===== src/rtl/if_fetch_unit.sv =====
// ---------------------------------------------------------------------------
// if_fetch_unit
//
// Instruction-fetch stage. Reads the current PC, fetches the instruction
// over a req/ack handshake, and buffers {pc, instr} pairs in a small FIFO
// for decode. It owns the PC register's write port. A branch or jump redirect
// arrives as flush.
//
// Ports:
//   clk, res                  clock and synchronous active-high reset
//   pc_in                     current PC register value
//   pc_write, pc_next         PC register write enable / next value (comb)
//   imem_req, imem_addr       level request, address held until ack
//   imem_ack, imem_rdata      one-cycle response strobe with data
//   if_valid, if_ready        FIFO head handshake toward decode
//   if_instr, if_pc           FIFO head instruction and its address
//   flush, flush_target       redirect: drop everything, new PC
//   if_misaligned             head entry was a misaligned-PC NOP
//                             (only with FETCH_MISALIGN_CHECK_EN)
//
// Build option: define FETCH_MISALIGN_CHECK_EN to turn a misaligned PC
// into a NOP entry flagged with if_misaligned, instead of fetching it.
// Fetch then halts until the next flush.
// ---------------------------------------------------------------------------
module if_fetch_unit #(
  parameter int unsigned FIFO_DEPTH = 2,
  parameter logic [31:0] RESET_PC   = 32'h0000_0000
) (
  input  logic        clk,
  input  logic        res,
  input  logic [31:0] pc_in,
  output logic        pc_write,
  output logic [31:0] pc_next,
  output logic        imem_req,
  output logic [31:0] imem_addr,
  input  logic        imem_ack,
  input  logic [31:0] imem_rdata,
  output logic        if_valid,
  input  logic        if_ready,
  output logic [31:0] if_instr,
  output logic [31:0] if_pc,
  input  logic        flush,
  input  logic [31:0] flush_target
`ifdef FETCH_MISALIGN_CHECK_EN
  ,
  output logic        if_misaligned
`endif
);

  localparam int unsigned PTR_W = $clog2(FIFO_DEPTH);
  localparam int unsigned CNT_W = PTR_W + 1;
  localparam logic [31:0] NOP   = 32'h0000_0013;

  typedef enum logic [1:0] {IDLE = 2'd0, REQ = 2'd1, DRAIN = 2'd2} state_t;

  state_t             state;
  logic [PTR_W-1:0]   wr_ptr, rd_ptr;
  logic [CNT_W-1:0]   cnt;
  logic [31:0]        mem_pc    [FIFO_DEPTH];
  logic [31:0]        mem_instr [FIFO_DEPTH];

  logic               pop, push, has_room, launch;
  logic [31:0]        push_pc, push_instr;
  logic               post_reset;

`ifdef FETCH_MISALIGN_CHECK_EN
  logic               mem_mis [FIFO_DEPTH];
  logic               push_mis;
  logic               mis_halt;
`endif

  // Room is judged after this cycle's pop. Only one request can be in
  // flight, and the count only falls while it is outstanding, so a request
  // launched with room always finds a free slot when its ack arrives.
  assign pop      = if_valid && if_ready;
  assign has_room = (cnt < CNT_W'(FIFO_DEPTH)) || pop;

  // NOTE: every output of this block is given a default first, so no path
  // leaves a variable unassigned and no latch is inferred.
  always_comb begin
    push       = 1'b0;
    push_pc    = imem_addr;
    push_instr = imem_rdata;
    launch     = 1'b0;
    pc_write   = 1'b0;
    pc_next    = '0;
`ifdef FETCH_MISALIGN_CHECK_EN
    push_mis   = 1'b0;
`endif
    if (!res) begin
      if (flush) begin
        // A redirect overrides any push, pop or ack in the same cycle.
        pc_write = 1'b1;
        pc_next  = flush_target;
      end else begin
        case (state)
          IDLE: begin
`ifdef FETCH_MISALIGN_CHECK_EN
            if (pc_in[1:0] != 2'b00) begin
              if (!mis_halt && has_room) begin
                push       = 1'b1;
                push_pc    = pc_in;
                push_instr = NOP;
                push_mis   = 1'b1;
              end
            end else
`endif
            if (has_room) launch = 1'b1;
          end
          REQ: begin
            if (imem_ack) begin
              push     = 1'b1;
              pc_write = 1'b1;
              pc_next  = imem_addr + 32'd4;
            end
          end
          default: ;
        endcase
      end
    end
  end

  // NOTE: all state is updated with non-blocking assignments. Every
  // register then samples the values from before the edge, no matter how
  // the blocks are ordered.
  always_ff @(posedge clk) begin
    if (res) begin
      state      <= IDLE;
      imem_req   <= 1'b0;
      imem_addr  <= '0;
      post_reset <= 1'b1;
`ifdef FETCH_MISALIGN_CHECK_EN
      mis_halt   <= 1'b0;
`endif
    end else begin
      if (launch || flush) post_reset <= 1'b0;
`ifdef FETCH_MISALIGN_CHECK_EN
      if (flush)         mis_halt <= 1'b0;
      else if (push_mis) mis_halt <= 1'b1;
`endif
      case (state)
        IDLE: begin
          if (launch) begin
            state     <= REQ;
            imem_req  <= 1'b1;
            imem_addr <= pc_in;
          end
        end
        REQ: begin
          // An ack always retires the request. Only a flush with no ack
          // leaves a stale request to drain.
          if (imem_ack) begin
            state    <= IDLE;
            imem_req <= 1'b0;
          end else if (flush) begin
            state <= DRAIN;
          end
        end
        DRAIN: begin
          // A flush here keeps draining. The ack still ends the stale
          // request; otherwise the stage would wait forever.
          if (imem_ack) begin
            state    <= IDLE;
            imem_req <= 1'b0;
          end
        end
        default: begin
          state    <= IDLE;
          imem_req <= 1'b0;
        end
      endcase
    end
  end

  always_ff @(posedge clk) begin
    if (res || flush) begin
      wr_ptr <= '0;
      rd_ptr <= '0;
      cnt    <= '0;
    end else begin
      if (push) wr_ptr <= wr_ptr + 1'b1;
      if (pop)  rd_ptr <= rd_ptr + 1'b1;
      cnt <= cnt + CNT_W'(push) - CNT_W'(pop);
    end
  end

  // NOTE: the storage has no reset. The count alone decides validity, and
  // the head outputs are forced to zero while the FIFO is empty.
  always_ff @(posedge clk) begin
    if (push) begin
      mem_pc[wr_ptr]    <= push_pc;
      mem_instr[wr_ptr] <= push_instr;
`ifdef FETCH_MISALIGN_CHECK_EN
      mem_mis[wr_ptr]   <= push_mis;
`endif
    end
  end

  assign if_valid = (cnt != '0);
  assign if_instr = if_valid ? mem_instr[rd_ptr] : '0;
  assign if_pc    = if_valid ? mem_pc[rd_ptr]    : '0;
`ifdef FETCH_MISALIGN_CHECK_EN
  assign if_misaligned = if_valid ? mem_mis[rd_ptr] : 1'b0;
`endif

  // The PC register must come out of reset at RESET_PC. The first fetch
  // launched after reset, before any redirect, exposes that value.
  first_fetch_pc: assert property (@(posedge clk) disable iff (res)
    (launch && post_reset) |-> (pc_in == RESET_PC));

endmodule


===== config.mk =====
export PLATFORM = sky130hd
export DESIGN_NAME = if_fetch_unit
export DESIGN_NICKNAME = d
export VERILOG_FILES = /design/src/rtl/if_fetch_unit.sv
export SDC_FILE = /design/constraint.sdc
export NUM_CORES = 1
export LEC_CHECK = 0
export ABC_AREA = 1
export BUFFER_PORTS_ARGS = -buffer_cell sky130_fd_sc_hd__buf_4
export CORE_ASPECT_RATIO = 0.7
export CORE_UTILIZATION = 38
export CTS_CLUSTER_DIAMETER = 60
export DETAILED_ROUTE_END_ITERATION = 10
export SYNTH_ARGS = -nofsm -noshare
export SYNTH_HDL_FRONTEND = slang
export SYNTH_SLANG_ARGS = --single-unit

===== constraint.sdc =====
create_clock -name clk -period 12.3 [get_ports clk]
set_clock_uncertainty 0.05 [all_clocks]
set_input_delay 1.23 -clock clk [delete_from_list [all_inputs] [get_ports clk]]
set_output_delay 1.23 -clock clk [all_outputs]
set_load 0.01 [all_outputs]

==> results_dict.tcl, run 1 <==
set metrics [dict create \
    outcome "completed" \
    syn_nets 938 \
    vias 6399 \
    clk_pin_slew_worst_paths_ns 0.07 \
    crit_path_end_kind "output port" \
    cts_setup_buffers 0 \
    finalMaxSlewViolations 0 \
    wirelength_microns 22360 \
    initial_core_util_pct 39.42 \
    cp_num_buf_inv 4 \
    path_cells "buf_4, nor2_4, inv_2, nor2_4, inv_2, a21oi_1, o21ai_0, nand2_1, buf_4" \
    cellLeakagePower_nw 4.245 \
    r2r_cells 7 \
    grtUsageTotal_pct 22.31 \
    grtUsageMet2_pct 32.22 \
    final_hold_viol_count 0 \
    cts_max_level 4 \
    fin_crit_ns 4.032 \
    critPathSlowestCell "nor2_4" \
    io_buffers 231 \
    ios 232 \
    clock_path_buffers 2 \
    r2r_end "mem_instr[1][23]" \
    start_kind "input pin" \
    holdBufCountCts 0 \
    crit_path_max_incr_delay_ns 0.46 \
    synth_flop_cell "edfxtp_1" \
    drtIter0Drc 538 \
    syn_avg_cell_area_sq_um 9.134 \
    ys_top_cells_by_area "edfxtp_1, nand2_1, dfxtp_1, a21oi_1, o21ai_0" \
    gp_congestion 0.8957 \
    met3_usage_pct 5.925 \
    wl_per_cell_microns 16.82 \
    ctsRootBufferMaster "clkbuf_16" \
    dp_hpwl_microns 15360 \
    yosys.area.top_type "edfxtp_1" \
    area_delta_synth_final_pct 34.69 \
    coreArea_sq_um 19230 \
    synth.distinct_cells 32 \
    crit_family "simple AND/OR/NAND/NOR gates" \
    antenna_left 0 \
    yosys_warnings 0 \
    finalSetupTns_ns 0 \
    die_h_microns 120.2 \
    synth_cells 830 \
    cap_violations 0 \
    crit_type "in -> out" \
    finalSetupViolations 0 \
    drt_pass1_iterations 5 \
    async_flop_share_pct 0 \
    fin_area_sq_um 10210 \
    cts_resized 0 \
    dieArea_sq_um 20530 \
    grt.busiest_layer "met1" \
    cp_max_fo 25 \
    numCtsBuffers 17 \
    fmaxAchievable_ghz 0.2480 \
    whs_ns 0.4179 \
    hp-class "reg -> reg" \
    ys_seq_area_share_pct 61.26 \
    drive_above_1_share_pct 27.79 \
    r2r_slack_ns 9.43 \
    grt_pass1_wl_microns 34180 \
    final_common_cell "nand2_1" \
    tightest_slew_ns 1.212 \
    ys_ff_latch 168 \
    dieWidth_microns 170.8 \
    rsz0062_at_grt "no" \
    synth_edf_count 128 \
    grt_pass1_vias 6129 \
    power.density_nw_per_um2 146.2 \
    cts_tree "yes" \
    grt_overflow 0 \
    place_area_sq_um 9549 \
    antenna_cells 0 \
    via_per_inst 4.815 \
    final_nets 1160 \
    r2r-start "state[1]" \
    cp.arrival_ns 2.75 \
    grt_max_degree 66 \
    crit_required_ns 11.02 \
    finalCritPeriodShare_pct 32.78 \
    drc_errors 0 \
    final_cell_mix "nand2_1, buf_4, edfxtp_1" \
    cts.sinks 168 \
    clock_latency_ns 0.43 \
    netlist_area_sq_um 7581 \
    hp-start "rd_ptr" \
    relSlewSlack_pct 19.09 \
    met1_usage_pct 33.12 \
    rows 42 \
    yosysTopAreaCellShare_pct 50.70 \
    hold_depth 1 \
    antenna_found_initial 0 \
    peakVddDrop_uv 83.72 \
    p_total_mw 1.493 \
]
[where the power goes]
group          total, mW  leakage (nW)  switching, mW  internal (mW)
combinational      0.195          2.44          0.109         0.0861
sequential         0.704          1.49         0.0537          0.650
clock              0.594         0.316          0.245          0.350
[cells in the mapped netlist (2+ instances only)]
| cell type | n |
|---|---|
| a21oi_1 | 100 |
| buf_1 | 2 |
| buf_2 | 16 |
| buf_6 | 2 |
| clkbuf_1 | 12 |
| dfxtp_1 | 40 |
| edfxtp_1 | 128 |
| ha_1 | 7 |
| inv_1 | 52 |
| inv_2 | 4 |
| nand2_1 | 294 |
| nand2_2 | 5 |
| nand3_1 | 34 |
| nand3_2 | 2 |
| nand4_1 | 3 |
| nor2_1 | 57 |
| nor2_2 | 4 |
| nor2_4 | 5 |
| nor3_1 | 4 |
| o21ai_0 | 44 |
| o21ai_1 | 4 |
[worst register-to-register path: stages (launching register included)]
cell	delay, ns
dfxtp_1	0.33
inv_1	0.10
ha_1	0.22
nand2_1	0.13
nor2_4	0.50
inv_2	0.25
nor2_4	0.13
buf_4	0.67
[layout make-up]
class / count / area [sq um]
Tap cell: 264 / 330.3
Clock inverter: 15 / 236.5
Multi-Input combinational cell: 572 / 2584
Clock buffer: 17 / 425.4
Sequential cell: 168 / 4646
Inverter: 56 / 210.2
Timing Repair Buffer: 237 / 1779
Fill cell: 1803 / 9022
[sequential cells by signal, indices dropped and copies added (netlist names), named ones only]
| name | flops |
|---|---|
| mem_pc | 64 |
| state | 2 |
| rd_ptr | 1 |
| wr_ptr | 1 |
| mem_instr | 64 |
| cnt | 2 |
| imem_req | 1 |
| imem_addr | 32 |
[how the worst max path moves through the flow]
stage                     startpoint               to  slack (ns)  depth (start not counted)
after floorplan                  res  mem_instr[1][0]        7.41                          5
after global placement         flush      pc_next[10]        8.24                          6
after detailed placement       flush      pc_next[10]        8.22                          6
after CTS                      flush      pc_next[10]        8.21                          6
after global routing           flush       pc_next[2]        7.98                          6
final                            res       pc_next[6]        8.27                          9
[layer usage]
layer  vias up  share of wire (%)
li1       3216                  -
met1      2911                 48
met2       257                 43
met3        15                8.3
met4         0               0.80
met5         -                  0
[stage by stage]
stage / util [%] / instances / worst slack [ns]
floorplan: - / 830 / 7.408
global placement: 49.65 / 1297 / 8.244
detailed placement: 49.65 / 1297 / 8.218
CTS: 53.09 / 1329 / 8.205
global route: 53.09 / 1329 / 7.977
finish: 53.09 / 1329 / 8.268
[cell families (layout without fill, tap and decap cells)]
kind of cell	after synthesis	in the layout	synth area share (%)
xor+xnor	1	1	0.1156
flops	168	168	61.26
buf+inv	90	325	4.984
compound gates	153	153	10.33
fa+ha+maj	7	7	1.155
simple gates	411	411	22.15
(Power assumes the default switching activity.)
==> inputs of run 2 (changes only) <==
clock period = 4 ns   (was 12.3 ns; I/O delays follow)
==> results_dict.tcl, run 2 (synthesized netlist as in run 1, its figures left out) <==
set metrics [dict create \
    finalMaxSlewViolations 0 \
    antenna_found_initial 0 \
    grt_max_degree 66 \
    drt_pass1_iterations 5 \
    drive_above_1_share_pct 27.97 \
    via_per_inst 4.824 \
    rows 42 \
    crit_required_ns 3.55 \
    area_delta_synth_final_pct 34.96 \
    cp-startpoint "state[1]" \
    tightest_slew_ns 0.7841 \
    holdBufCountCts 0 \
    coreArea_sq_um 19230 \
    peakVddDrop_uv 275.6 \
    rsz0062_at_grt "no" \
    grtUsageTotal_pct 22.24 \
    wl_per_cell_microns 16.85 \
    crit_path_end_kind "output port" \
    dieArea_sq_um 20530 \
    cellLeakagePower_nw 4.254 \
    r2r-start "state[1]" \
    final_hold_viol_count 0 \
    largestRegisters "mem_instr x64, mem_pc x64, imem_addr x32" \
    cts_max_level 4 \
    r2r_end "mem_pc[0][6]" \
    cts.sinks 168 \
    cts_setup_buffers 0 \
    drtIter0Drc 445 \
    relSlewSlack_pct 47.65 \
    wirelength_microns 22460 \
    finalSetupViolations 0 \
    clock_path_buffers 2 \
    power.density_nw_per_um2 438.5 \
    dp_hpwl_microns 15680 \
    cp.arrival_ns 2.32 \
    r2r_cells 7 \
    final_nets 1164 \
    die_h_microns 120.2 \
    start_kind "register" \
    vias 6431 \
    antenna_left 0 \
    critPathCapture "pc_next[12]" \
    dieWidth_microns 170.8 \
    dpl.cell_count 1301 \
    ctsRootBufferMaster "clkbuf_16" \
    p_total_mw 4.487 \
    cts_resized 0 \
    cap_violations 0 \
    final_common_cell "nand2_1" \
    outcome "completed" \
    numCtsBuffers 17 \
    grt_pass1_wl_microns 34030 \
    finalCritPeriodShare_pct 69.16 \
    fin_crit_ns 2.766 \
    final_util_pct 53.19 \
    finalSetupTns_ns 0 \
    io_buffers 231 \
    final_cell_mix "nand2_1, buf_4, edfxtp_1" \
    crit_type "reg -> out" \
    final_cells 1333 \
    cts_tree "yes" \
    drc_errors 0 \
    antenna_cells 0 \
    fmaxAchievable_ghz 0.3615 \
    r2r_slack_ns 1.63 \
    clk_pin_slew_worst_paths_ns 0.07 \
    ios 232 \
    cp_max_fo 20 \
    hp-class "in -> reg" \
    initial_core_util_pct 39.42 \
    grt_pass1_vias 6046 \
    grt_overflow 0 \
    clock_latency_ns 0.43 \
    gp_congestion 0.8747 \
]
==> run 2: layout make-up <==
type                            instances  area (sq um)
Clock buffer                           17         425.4
Clock inverter                         15         188.9
Fill cell                            1800          9002
Inverter                               56         210.2
Multi-Input combinational cell        572          2584
Sequential cell                       168          4646
Tap cell                              264         330.3
Timing Repair Buffer                  241          1847
==> run 2: report_power, final <==
group | total [mW] | switching, mW | internal [mW]
Clock | 1.72 | 0.726 | 0.996
Combinational | 0.607 | 0.336 | 0.271
Sequential | 2.16 | 0.159 | 2.00
==> run 2: how the worst min path moves through the flow <==
stage,start,end,slack (ns),cells after the start
3_3_place_gp,rd_ptr,rd_ptr,0.40,1
3_5_place_dp,rd_ptr,rd_ptr,0.40,1
5_1_grt,imem_rdata[20],mem_instr[1][20],0.09,1
2_1_floorplan,rd_ptr,register,0.38,1
6_report,imem_rdata[7],mem_instr[0][7],0.10,1
4_1_cts,imem_rdata[17],mem_instr[1][17],0.08,1
==> run 2: routing by layer <==
| layer | vias up | track usage, % | wire (microns) | part of all wire (%) |
|---|---|---|---|---|
| met5 | - | 0 | 0 | 0 |
| met4 | 0 | 5.859 | 243 | 1.1 |
| met3 | 20 | 5.336 | 1668 | 7.4 |
| met2 | 240 | 32.73 | 9682 | 43 |
| met1 | 2945 | 32.68 | 10870 | 48 |
| li1 | 3226 | - | - | - |
==> run 2: critical path: stages, from the launching register on <==
cell and delay [ns]:
dfxtp_1 0.33, inv_1 0.10, ha_1 0.22, nand2_1 0.12, nor2_4 0.23, buf_4 0.29
o21ai_1 0.12, nand2_1 0.07, o21ai_0 0.16, nand2_1 0.12, buf_4 0.12
==> run 2: through the flow <==
step                area [sq um]  setup WS [ns]  hold WS, ns
floorplan                   7586         0.8834       0.3755
global placement            9617          1.692       0.3986
detailed placement          9617          1.612       0.3956
CTS                        10230          1.220      0.08418
global route               10230          1.094      0.08775
finish                     10230          1.234       0.1041
==> inputs of run 3 (changes only) <==
clock period = 2.7 ns   (was 4 ns; I/O delays follow)
==> results_dict.tcl, run 3 (synthesized netlist as in run 1, its figures left out) <==
set metrics [dict create \
    ctsRootBufferMaster "clkbuf_16" \
    cts_setup_buffers 0 \
    io_buffers 231 \
    grt_overflow 0 \
    initial_core_util_pct 39.42 \
    final_cell_mix "nand2_1, buf_4, edfxtp_1" \
    start_kind "register" \
    die_h_microns 120.2 \
    rows 42 \
    numCtsBuffers 17 \
    final_util_pct 55.46 \
    cts_tree "yes" \
    met1_usage_pct 33.03 \
    cts_max_level 4 \
    grt_pass1_wl_microns 35290 \
    gp_congestion 0.8791 \
    grtUsageMet2_pct 34.62 \
    cp.arrival_ns 2.21 \
    dieWidth_microns 170.8 \
    area_delta_synth_final_pct 40.70 \
    drt_pass1_iterations 7 \
    crit_type "reg -> out" \
    antenna_found_initial 0 \
    fmaxAchievable_ghz 0.3949 \
    cts.sinks 168 \
    fin_crit_ns 2.532 \
    drtIter0Drc 478 \
    netSwitchingPower_mw 1.857 \
    finalMaxSlewViolations 0 \
    clock_path_buffers 2 \
    sw_frac_of_total_pct 27.85 \
    grtUsageTotal_pct 22.99 \
    relSlewSlack_pct 47.04 \
    clockPowerShare_pct 37.5 \
    drive_above_1_share_pct 27.83 \
    r2r_cells 11 \
    drc_errors 0 \
    p_total_mw 6.670 \
    grt.busiest_layer "met2" \
    finalWorstSetupSlack_ns 0.1679 \
    grt_max_degree 66 \
    outcome "completed" \
    via_per_inst 4.888 \
    pwr-share-seq_pct 47.8 \
    finalSetupViolations 0 \
    finalSetupTns_ns 0 \
    cp_max_fo 8 \
    cap_violations 0 \
    dp_hpwl_microns 16100 \
    power.share.combinational_pct 14.7 \
    final_hold_viol_count 0 \
    coreArea_sq_um 19230 \
    final_nets 1209 \
    wl_per_cell_microns 16.86 \
    antenna_left 0 \
    clock_latency_ns 0.43 \
    grt_pass1_vias 6419 \
    cellLeakagePower_nw 4.446 \
    wirelength_microns 23230 \
    crit_required_ns 2.38 \
    vias 6736 \
    antenna_cells 0 \
    tightest_slew_ns 0.7943 \
    rsz0062_at_grt "no" \
    preCtsSetupSlack_ns 0.4776 \
    peakVddDrop_uv 363.8 \
    p_int_mw 4.812 \
    dieArea_sq_um 20530 \
    met3_usage_pct 5.303 \
    ios 232 \
    finalCritPeriodShare_pct 93.78 \
    power.density_nw_per_um2 625.3 \
    crit_path_end_kind "output port" \
    final_common_cell "nand2_1" \
    hold_depth 3 \
    hp-class "in -> reg" \
    clk_pin_slew_worst_paths_ns 0.07 \
    largestRegisters "mem_instr x64, mem_pc x64, imem_addr x32" \
]
## run 3: what timing repair did
| action | in CTS | in global routing |
|---|---|---|
| resized for setup | 0 | 6 |
| setup endpoints to repair | 0 | 4 |
| hold endpoints to repair | 71 | 0 |
| hold buffers | 39 | 0 |
## run 3: final timing paths
kind | from | end | slack (ns)
max reg2reg | state[1] | cnt[1] | 0.52
min | pc_in[7] | imem_addr[7] | 0.009
max | imem_addr[2] | pc_next[12] | 0.17
min reg2reg | rd_ptr | rd_ptr | 0.42
## run 3: critical path, stage by stage, from the launching register on
cell,delay (ns)
dfxtp_2,0.40
ha_1,0.22
nand2_2,0.07
nor2_2,0.18
nand2_2,0.14
o21ai_2,0.21
nand2_1,0.07
o21ai_0,0.16
nand2_1,0.15
buf_4,0.17
## run 3: power by group through the flow
stage	Combinational [mW]	Sequential [mW]	Clock (mW)
4_1_cts	0.980	3.18	2.55
5_1_grt	1.08	3.21	2.65
2_1_floorplan	0.425	3.18	0
6_report	0.978	3.19	2.50
3_5_place_dp	0.929	3.24	0
3_3_place_gp	0.931	3.23	0
## run 3: final cells by class
class,count,area [sq um]
fill,1779,8567
sequential,168,4649
clock buffer,17,425.4
inverter,56,210.2
clock inverter,15,187.7
timing repair buffer,286,2273
tap,264,330.3
multi-input combinational,572,2590
## run 3: stage by stage
| stage | hold slack [ns] | instance area (sq um) | std cells |
|---|---|---|---|
| floorplan | 0.2891 | 7596 | 830 |
| global placement | 0.3922 | 9649 | 1307 |
| detailed placement | 0.4076 | 9649 | 1307 |
| CTS | 0.0002818 | 10650 | 1378 |
| global route | 0.01384 | 10670 | 1378 |
| finish | 0.008728 | 10670 | 1378 |
## run 3: routing by layer
layer | vias to the layer above | share of wire [%] | routed length, microns
li1 | 3330 | - | -
met1 | 3129 | 47 | 11030
met2 | 259 | 44 | 10290
met3 | 18 | 7.3 | 1694
met4 | 0 | 0.95 | 220
met5 | - | 0 | 0
